==> config.mk <==
export PLATFORM = sky130hd
export DESIGN_NAME = rf_multiport
export DESIGN_NICKNAME = d
export VERILOG_FILES = /design/src/rtl/rf_pkg.sv /design/src/rtl/rf_read_port.sv /design/src/rtl/rf_multiport.sv
export SDC_FILE = /design/constraint.sdc
export NUM_CORES = 2
export LEC_CHECK = 0
export ABC_AREA = 1
export CAP_MARGIN = 10
export CORE_ASPECT_RATIO = 1.4
export CORE_MARGIN = 5
export CORE_UTILIZATION = 39
export DETAILED_ROUTE_END_ITERATION = 6
export PLACE_DENSITY = 0.57
export REMOVE_ABC_BUFFERS = 1
export SLEW_MARGIN = 40
export SYNTH_ARGS = -nofsm -noshare
export SYNTH_HDL_FRONTEND = slang
export SYNTH_SLANG_ARGS = --single-unit
export TNS_END_PERCENT = 20
==> constraint.sdc <==
create_clock -name clk -period 2.9 [get_ports clk]
set_clock_uncertainty 0.2 [all_clocks]
set_input_delay 0.725 -clock clk [delete_from_list [all_inputs] [get_ports clk]]
set_output_delay 0.725 -clock clk [all_outputs]
set_load 0.01 [all_outputs]
==> src/rtl/rf_pkg.sv <==
// rf_pkg: shared constants and helpers for the multiport register file.
//   RF_DW_DEF        default data width
//   RF_NREG_DEF      default register count
//   RF_LINK_REG_DEF  default link register index (top register)
//   rf_slice()       extracts field idx of width w from a packed port vector
package rf_pkg;

    localparam int RF_DW_DEF       = 32;
    localparam int RF_NREG_DEF     = 32;
    localparam int RF_LINK_REG_DEF = RF_NREG_DEF - 32'sd1;

    // Upper bounds for the generic slice helper; callers zero-extend into
    // RF_VEC_MAX bits and narrow the RF_SLICE_MAX-bit result with a cast.
    localparam int RF_VEC_MAX   = 256;
    localparam int RF_SLICE_MAX = 64;

    function automatic logic [RF_SLICE_MAX-1:0] rf_slice(
        input logic [RF_VEC_MAX-1:0] vec,
        input int                    idx,
        input int                    w
    );
        logic [RF_SLICE_MAX-1:0] mask_s;
        mask_s = ~({RF_SLICE_MAX{1'b1}} << w);
        return RF_SLICE_MAX'(vec >> (idx * w)) & mask_s;
    endfunction

endpackage

==> src/rtl/rf_read_port.sv <==
// rf_read_port: one combinational read port of the register file.
//   rd_addr            register index read by this port
//   regs, pending      stored register contents and scoreboard bits
//   wr_en/wr_addr/wr_data, lnk_en/lnk_data
//                      writes landing at the coming edge (bypass sources);
//                      enables are already qualified by reset in the top
//   sb_set/sb_addr     scoreboard set landing at the coming edge
//   rd_data, rd_busy   read value and pending flag for rd_addr
module rf_read_port
    import rf_pkg::*;
#(
    parameter int DW       = RF_DW_DEF,
    parameter int NREG     = RF_NREG_DEF,
    parameter int AW       = $clog2(NREG),
    parameter int LINK_REG = RF_LINK_REG_DEF,
    parameter int BYPASS   = 1
) (
    input  logic [AW-1:0]            rd_addr,
    input  logic [NREG-1:0][DW-1:0]  regs,
    input  logic [NREG-1:0]          pending,
    input  logic                     wr_en,
    input  logic [AW-1:0]            wr_addr,
    input  logic [DW-1:0]            wr_data,
    input  logic                     lnk_en,
    input  logic [DW-1:0]            lnk_data,
    input  logic                     sb_set,
    input  logic [AW-1:0]            sb_addr,
    output logic [DW-1:0]            rd_data,
    output logic                     rd_busy
);

    localparam logic [AW-1:0] LINK_IDX = AW'(LINK_REG);
    localparam logic [AW-1:0] ZERO_IDX = {AW{1'b0}};
    localparam logic          BYP_ON   = (BYPASS != 32'sd0);

    logic wr_hit_s;
    logic lnk_hit_s;
    logic set_hit_s;

    // Read mux with register-0 forcing, link-wins bypass and busy masking.
    always_comb begin
        wr_hit_s  = wr_en  && (wr_addr == rd_addr);
        lnk_hit_s = lnk_en && (LINK_IDX == rd_addr);
        set_hit_s = sb_set && (sb_addr == rd_addr);
        rd_data   = regs[rd_addr];
        rd_busy   = pending[rd_addr];
        if (rd_addr == ZERO_IDX) begin
            rd_data = {DW{1'b0}};
            rd_busy = 1'b0;
        end else if (BYP_ON && (lnk_hit_s || wr_hit_s)) begin
            rd_data = lnk_hit_s ? lnk_data : wr_data;
            // A producer retiring this cycle is no longer outstanding unless
            // a new producer claims the same register at the same edge.
            rd_busy = set_hit_s ? pending[rd_addr] : 1'b0;
        end else begin
            rd_data = regs[rd_addr];
            rd_busy = pending[rd_addr];
        end
    end

endmodule

==> src/rtl/rf_multiport.sv <==
// rf_multiport: parametrised register file with NRD read ports, a main write
// port, a dedicated link write port and a per-register pending scoreboard.
//   clk, rst_n          clock, asynchronous active-low reset
//   rd_addr/rd_data     NRD packed read indices / read data
//   rd_busy             per read port, 1 = addressed register has a producer
//   wr_en/wr_addr/wr_data   main write port
//   lnk_en/lnk_data     link write port (always targets LINK_REG, wins ties)
//   sb_set/sb_addr      mark a register pending at the next edge
module rf_multiport
    import rf_pkg::*;
#(
    parameter int DW       = RF_DW_DEF,
    parameter int NREG     = RF_NREG_DEF,
    parameter int AW       = $clog2(NREG),
    parameter int NRD      = 2,
    parameter int LINK_REG = NREG - (RF_NREG_DEF - RF_LINK_REG_DEF),
    parameter int BYPASS   = 1
) (
    input  logic                clk,
    input  logic                rst_n,
    input  logic [NRD*AW-1:0]   rd_addr,
    output logic [NRD*DW-1:0]   rd_data,
    output logic [NRD-1:0]      rd_busy,
    input  logic                wr_en,
    input  logic [AW-1:0]       wr_addr,
    input  logic [DW-1:0]       wr_data,
    input  logic                lnk_en,
    input  logic [DW-1:0]       lnk_data,
    input  logic                sb_set,
    input  logic [AW-1:0]       sb_addr
);

    localparam logic [AW-1:0] LINK_IDX = AW'(LINK_REG);
    localparam logic [AW-1:0] ZERO_IDX = {AW{1'b0}};

    logic [NREG-1:0][DW-1:0] regs_r;
    logic [NREG-1:0]         pending_r;
    logic [RF_VEC_MAX-1:0]   rd_addr_ext_s;
    logic                    wr_act_s;
    logic                    lnk_act_s;
    logic                    set_act_s;

    // While reset is held the outputs must read as zero, so incoming writes
    // are hidden from the bypass path as well as from the array.
    assign wr_act_s  = wr_en  && rst_n && (wr_addr != ZERO_IDX);
    assign lnk_act_s = lnk_en && rst_n && (LINK_IDX != ZERO_IDX);
    assign set_act_s = sb_set && rst_n && (sb_addr != ZERO_IDX);

    assign rd_addr_ext_s = {{(RF_VEC_MAX - NRD*AW){1'b0}}, rd_addr};

    // Storage and scoreboard update; link after main so link wins, set after
    // clear so a new producer supersedes the retiring one.
    always_ff @(posedge clk or negedge rst_n) begin
        if (!rst_n) begin
            regs_r    <= {(NREG*DW){1'b0}};
            pending_r <= {NREG{1'b0}};
        end else begin
            if (wr_act_s) begin
                regs_r[wr_addr]    <= wr_data;
                pending_r[wr_addr] <= 1'b0;
            end
            if (lnk_act_s) begin
                regs_r[LINK_IDX]    <= lnk_data;
                pending_r[LINK_IDX] <= 1'b0;
            end
            if (set_act_s) begin
                pending_r[sb_addr] <= 1'b1;
            end
        end
    end

    for (genvar i = 0; i < NRD; i++) begin : g_rd
        logic [AW-1:0] port_addr_s;

        assign port_addr_s = AW'(rf_slice(rd_addr_ext_s, i, AW));

        rf_read_port #(
            .DW       (DW),
            .NREG     (NREG),
            .AW       (AW),
            .LINK_REG (LINK_REG),
            .BYPASS   (BYPASS)
        ) u_port (
            .rd_addr  (port_addr_s),
            .regs     (regs_r),
            .pending  (pending_r),
            .wr_en    (wr_act_s),
            .wr_addr  (wr_addr),
            .wr_data  (wr_data),
            .lnk_en   (lnk_act_s),
            .lnk_data (lnk_data),
            .sb_set   (set_act_s),
            .sb_addr  (sb_addr),
            .rd_data  (rd_data[i*DW +: DW]),
            .rd_busy  (rd_busy[i])
        );
    end

endmodule

==> flow_metrics.py <==
metrics = {
    "critical_path": {
        "crit_path_slowest_cell": "bufinv_8",
        "cp_top_family": "buffers and inverters",
        "cp_launch_point": "rd_addr[2]",
        "cp.arrival_ns": 2.44,
        "r2r-end": "regs_r[1021]",
        "cp.required_ns": 1.98,
        "worst_setup_path_endpoint": "rd_data[23]",
        "critPathMaxStageDelay_ns": 0.33,
        "worstRegToRegCells": 2,
        "worst_setup_path_start_kind": "primary input",
        "reg2reg_slack_ns": 1.94,
        "crit_buf_inv": 7,
        "path_cells": "buf_6, inv_6, buf_12, nand4_1, bufinv_8, clkbuf_16, a21oi_1, nand2_1, inv_1, clkdlybuf4s15_1",
        "critical_path_peak_fanout": 18,
        "cp-end-kind": "primary output",
        "crit-reg2reg-launch": "regs_r[1021]",
        "worst-path-stages": 10,
        "worst-setup-path-type": "primary input to primary output",
    },
    "clocking": {
        "ctsRootBufferMaster": "clkbuf_16",
        "buffer_levels_on_the_longest_clock_path": 3,
        "cts_tree": "built",
        "clkSlewWorstSetupHoldPaths_ns": 0.06,
        "clock_latency_ns": 0.76,
        "htree_num_levels": 3,
        "tritoncts.num_buffers": 114,
        "cts_num_sinks": 1056,
    },
    "sta": {
        "maxClockFrequency_mhz": 296.9,
        "fin_crit_sh": 1.162,
        "fin_crit_ns": 3.369,
        "worst-slew-pin-transition_ns": 0.7473,
        "final-setup-viol-count": 66,
        "timing.max_slew.rel_slack": 0.5018,
        "setup_tns_ns": -25.47,
        "grt_setup_unrepaired": "true",
        "maxSlewViolCount": 0,
        "postLayoutSetupSlackWorst_ns": -0.4686,
        "finalHoldViolations": 0,
    },
    "die": {
        "floorplan.die.width_um": 355.5,
        "die_area_mm2": 0.1755,
        "die-height_um": 493.7,
        "ios": 155,
        "start_util": 0.3924,
        "num_rows": 177,
        "core_area_mm2": 0.1661,
    },
    "global_route": {
        "global_route.overflow_total": 0,
        "grt_first_pass_wirelength_um": 423700,
        "grt_usage": 0.3171,
        "grt_start_max_net_pins": 143,
        "grt_pass1_vias": 65580,
        "antenna_found_initial": 11,
    },
    "yosys": {
        "synthesis.area_mm2": 0.06517,
        "synth_top_cells_by_count": "nand2_1, nand3_1, inv_1, dfrtp_1, o21ai_0",
        "post-synth-top-count-cell": "nand2_1",
        "post_synth_edffs": 0,
        "count_of_mapped_cells_out_of_synthesis": 10030,
        "netlist.area_leader.share": 0.4055,
        "synth-async-reset-ratio": 1.000,
        "synth_top_cells_by_area": "dfrtp_1, nand2_1, nand3_1",
        "ys_ff_latch": 1056,
        "postSynthAreaPerCell_um2": 6.499,
        "yosysSeqAreaShare": 0.4055,
        "synth.distinct_cells": 33,
        "synth_area_leader_cell": "dfrtp_1",
        "ys_dominant_reg_cell": "dfrtp_1",
        "synth.yosys.warnings": 0,
    },
    "placement": {
        "gpl.final_weighted_congestion": 0.9442,
        "dp_worst_setup_slack_ns": -1.213,
        "portBuffers": 154,
        "post-dp-hpwl_um": 186000,
    },
    "hold_path": {
        "worst_hold_path_type": "flop to flop",
    },
    "drt": {
        "drt.antenna.violating_nets": 0,
        "detail_route.wirelength_um": 296500,
        "route.vias.total": 70190,
        "route.detailed.wl_per_inst_um": 23.58,
        "detail_route.iter0.violations": 8903,
        "vias_per_cell": 5.582,
        "drc_errors": 0,
        "number_of_search_and_repair_iterations_in_the_first_detailed_routing_pass": 7,
    },
    "power": {
        "power_density_mw_per_mm2": 540.4,
        "totalPowerFinal_w": 0.04458,
        "p_leak_nw": 41.31,
        "ir_worst_vdd_v": 0.0005194,
    },
    "final_layout": {
        "nets": 10420,
        "area_growth_pct": 26.59,
        "drive_gt1_frac": 0.1359,
    },
    "flow_run": {
        "max_cap_viol_count": 0,
    },
    "run_status": {
        "violations": "negative setup slack",
        "status": "finished with violations",
    },
}
[layout make-up]
class                           instances  area [um^2]
Fill cell                           16230        83590
Multi-Input combinational cell       7027        31570
Sequential cell                      1056        26430
Timing Repair Buffer                 1034        13750
Inverter                             1099         4270
Clock buffer                          177         3452
Tap cell                             2148         2688
Clock inverter                         28        319.1
Timing Repair inverter                  1        20.02
Antenna cell                            4        10.01
[flip-flops by register name, summed over array words and instances, names as in the netlist]
signal and cells:
pending_r 32, regs_r 1024
[cells in the final DEF (no fill, tap or decap), types with 29 or more instances in the layout]
master / netlist / final
nand2_1: 4144 / 4100
buf_4: 110 / 437
clkbuf_16: 0 / 147
dfrtp_1: 1056 / 1056
clkbuf_8: 0 / 32
clkbuf_1: 274 / 29
o211ai_1: 49 / 49
buf_16: 0 / 67
nand3_2: 1 / 107
buf_12: 0 / 275
nand3_1: 1585 / 1462
buf_2: 347 / 49
inv_1: 1079 / 1070
a21oi_1: 73 / 46
o21ai_0: 945 / 927
nand2_2: 6 / 34
o21ai_1: 117 / 128
buf_6: 42 / 65
clkdlybuf4s50_1: 0 / 67
[worst min path at each step]
stage / from / to / slack, ns / cells past startpoint
after floorplan: regs_r[0] / regs_r[0] / 0.15 / 0
after global placement: regs_r[13] / regs_r[13] / 0.16 / 0
after detailed placement: regs_r[1] / regs_r[1] / 0.17 / 0
after CTS: regs_r[16] / regs_r[16] / 0.18 / 0
after global routing: regs_r[28] / regs_r[28] / 0.18 / 0
final: regs_r[13] / regs_r[13] / 0.18 / 0
[per-layer routing]
layer  GRT usage  part of all wire  wire length, um  vias to the layer above
li1            -                 -                -                    31990
met1      0.4033              0.38           113300                    33320
met2      0.5118              0.45           134300                     3949
met3     0.05485             0.098            29000                      923
met4      0.1788             0.067            19820                        8
met5           0           0.00018               53                        -
[what timing repair did]
| action | in CTS | in global routing |
|---|---|---|
| hold buffers | 2 | 0 |
| pin swaps | 50 | 103 |
| endpoints found under the hold margin | 59 | 0 |
| endpoints found under the setup margin | 66 | 293 |
| buffers inserted | 84 | 53 |
| gates cloned | 29 | 37 |
| resized for setup | 484 | 276 |
[power breakdown]
| part | total (W) | switching [W] | internal [W] |
|---|---|---|---|
| Combinational | 0.0114 | 0.00712 | 0.00425 |
| Clock | 0.0152 | 0.00660 | 0.00857 |
| Sequential | 0.0180 | 0.000967 | 0.0171 |
| Total | 0.0446 | 0.0147 | 0.0299 |
[cell families after synthesis]
logic type                Yosys count  synth area share
DFF                              1056            0.4055
xor gates and xnor gates           16          0.002150
and+or+nand+nor                  5796            0.3658
buffers and inverters            1946            0.1301
AOI/OAI and AO/OA                1215           0.09643
[worst reg2reg max path, delay by kind of cell (launching register included)]
| family | cells | cell delay [ns] |
|---|---|---|
| buffers and inverters | 1 | 0.16 |
| flip-flops | 1 | 0.36 |
| AO/OA/AOI/OAI | 1 | 0.12 |
[stage by stage]
stage | util | hold WS (ns) | instance area [um^2] | instances
2_1_floorplan | - | 0.1537 | 60820 | 9182
3_3_place_gp | 0.4455 | 0.1646 | 74000 | 12170
3_5_place_dp | 0.4459 | 0.1656 | 74060 | 12170
4_1_cts | 0.4831 | 0.1790 | 80240 | 12490
5_1_grt | 0.4967 | 0.1843 | 82500 | 12570
6_report | 0.4967 | 0.1762 | 82500 | 12570
No activity file was read; power rests on OpenSTA's default activity.
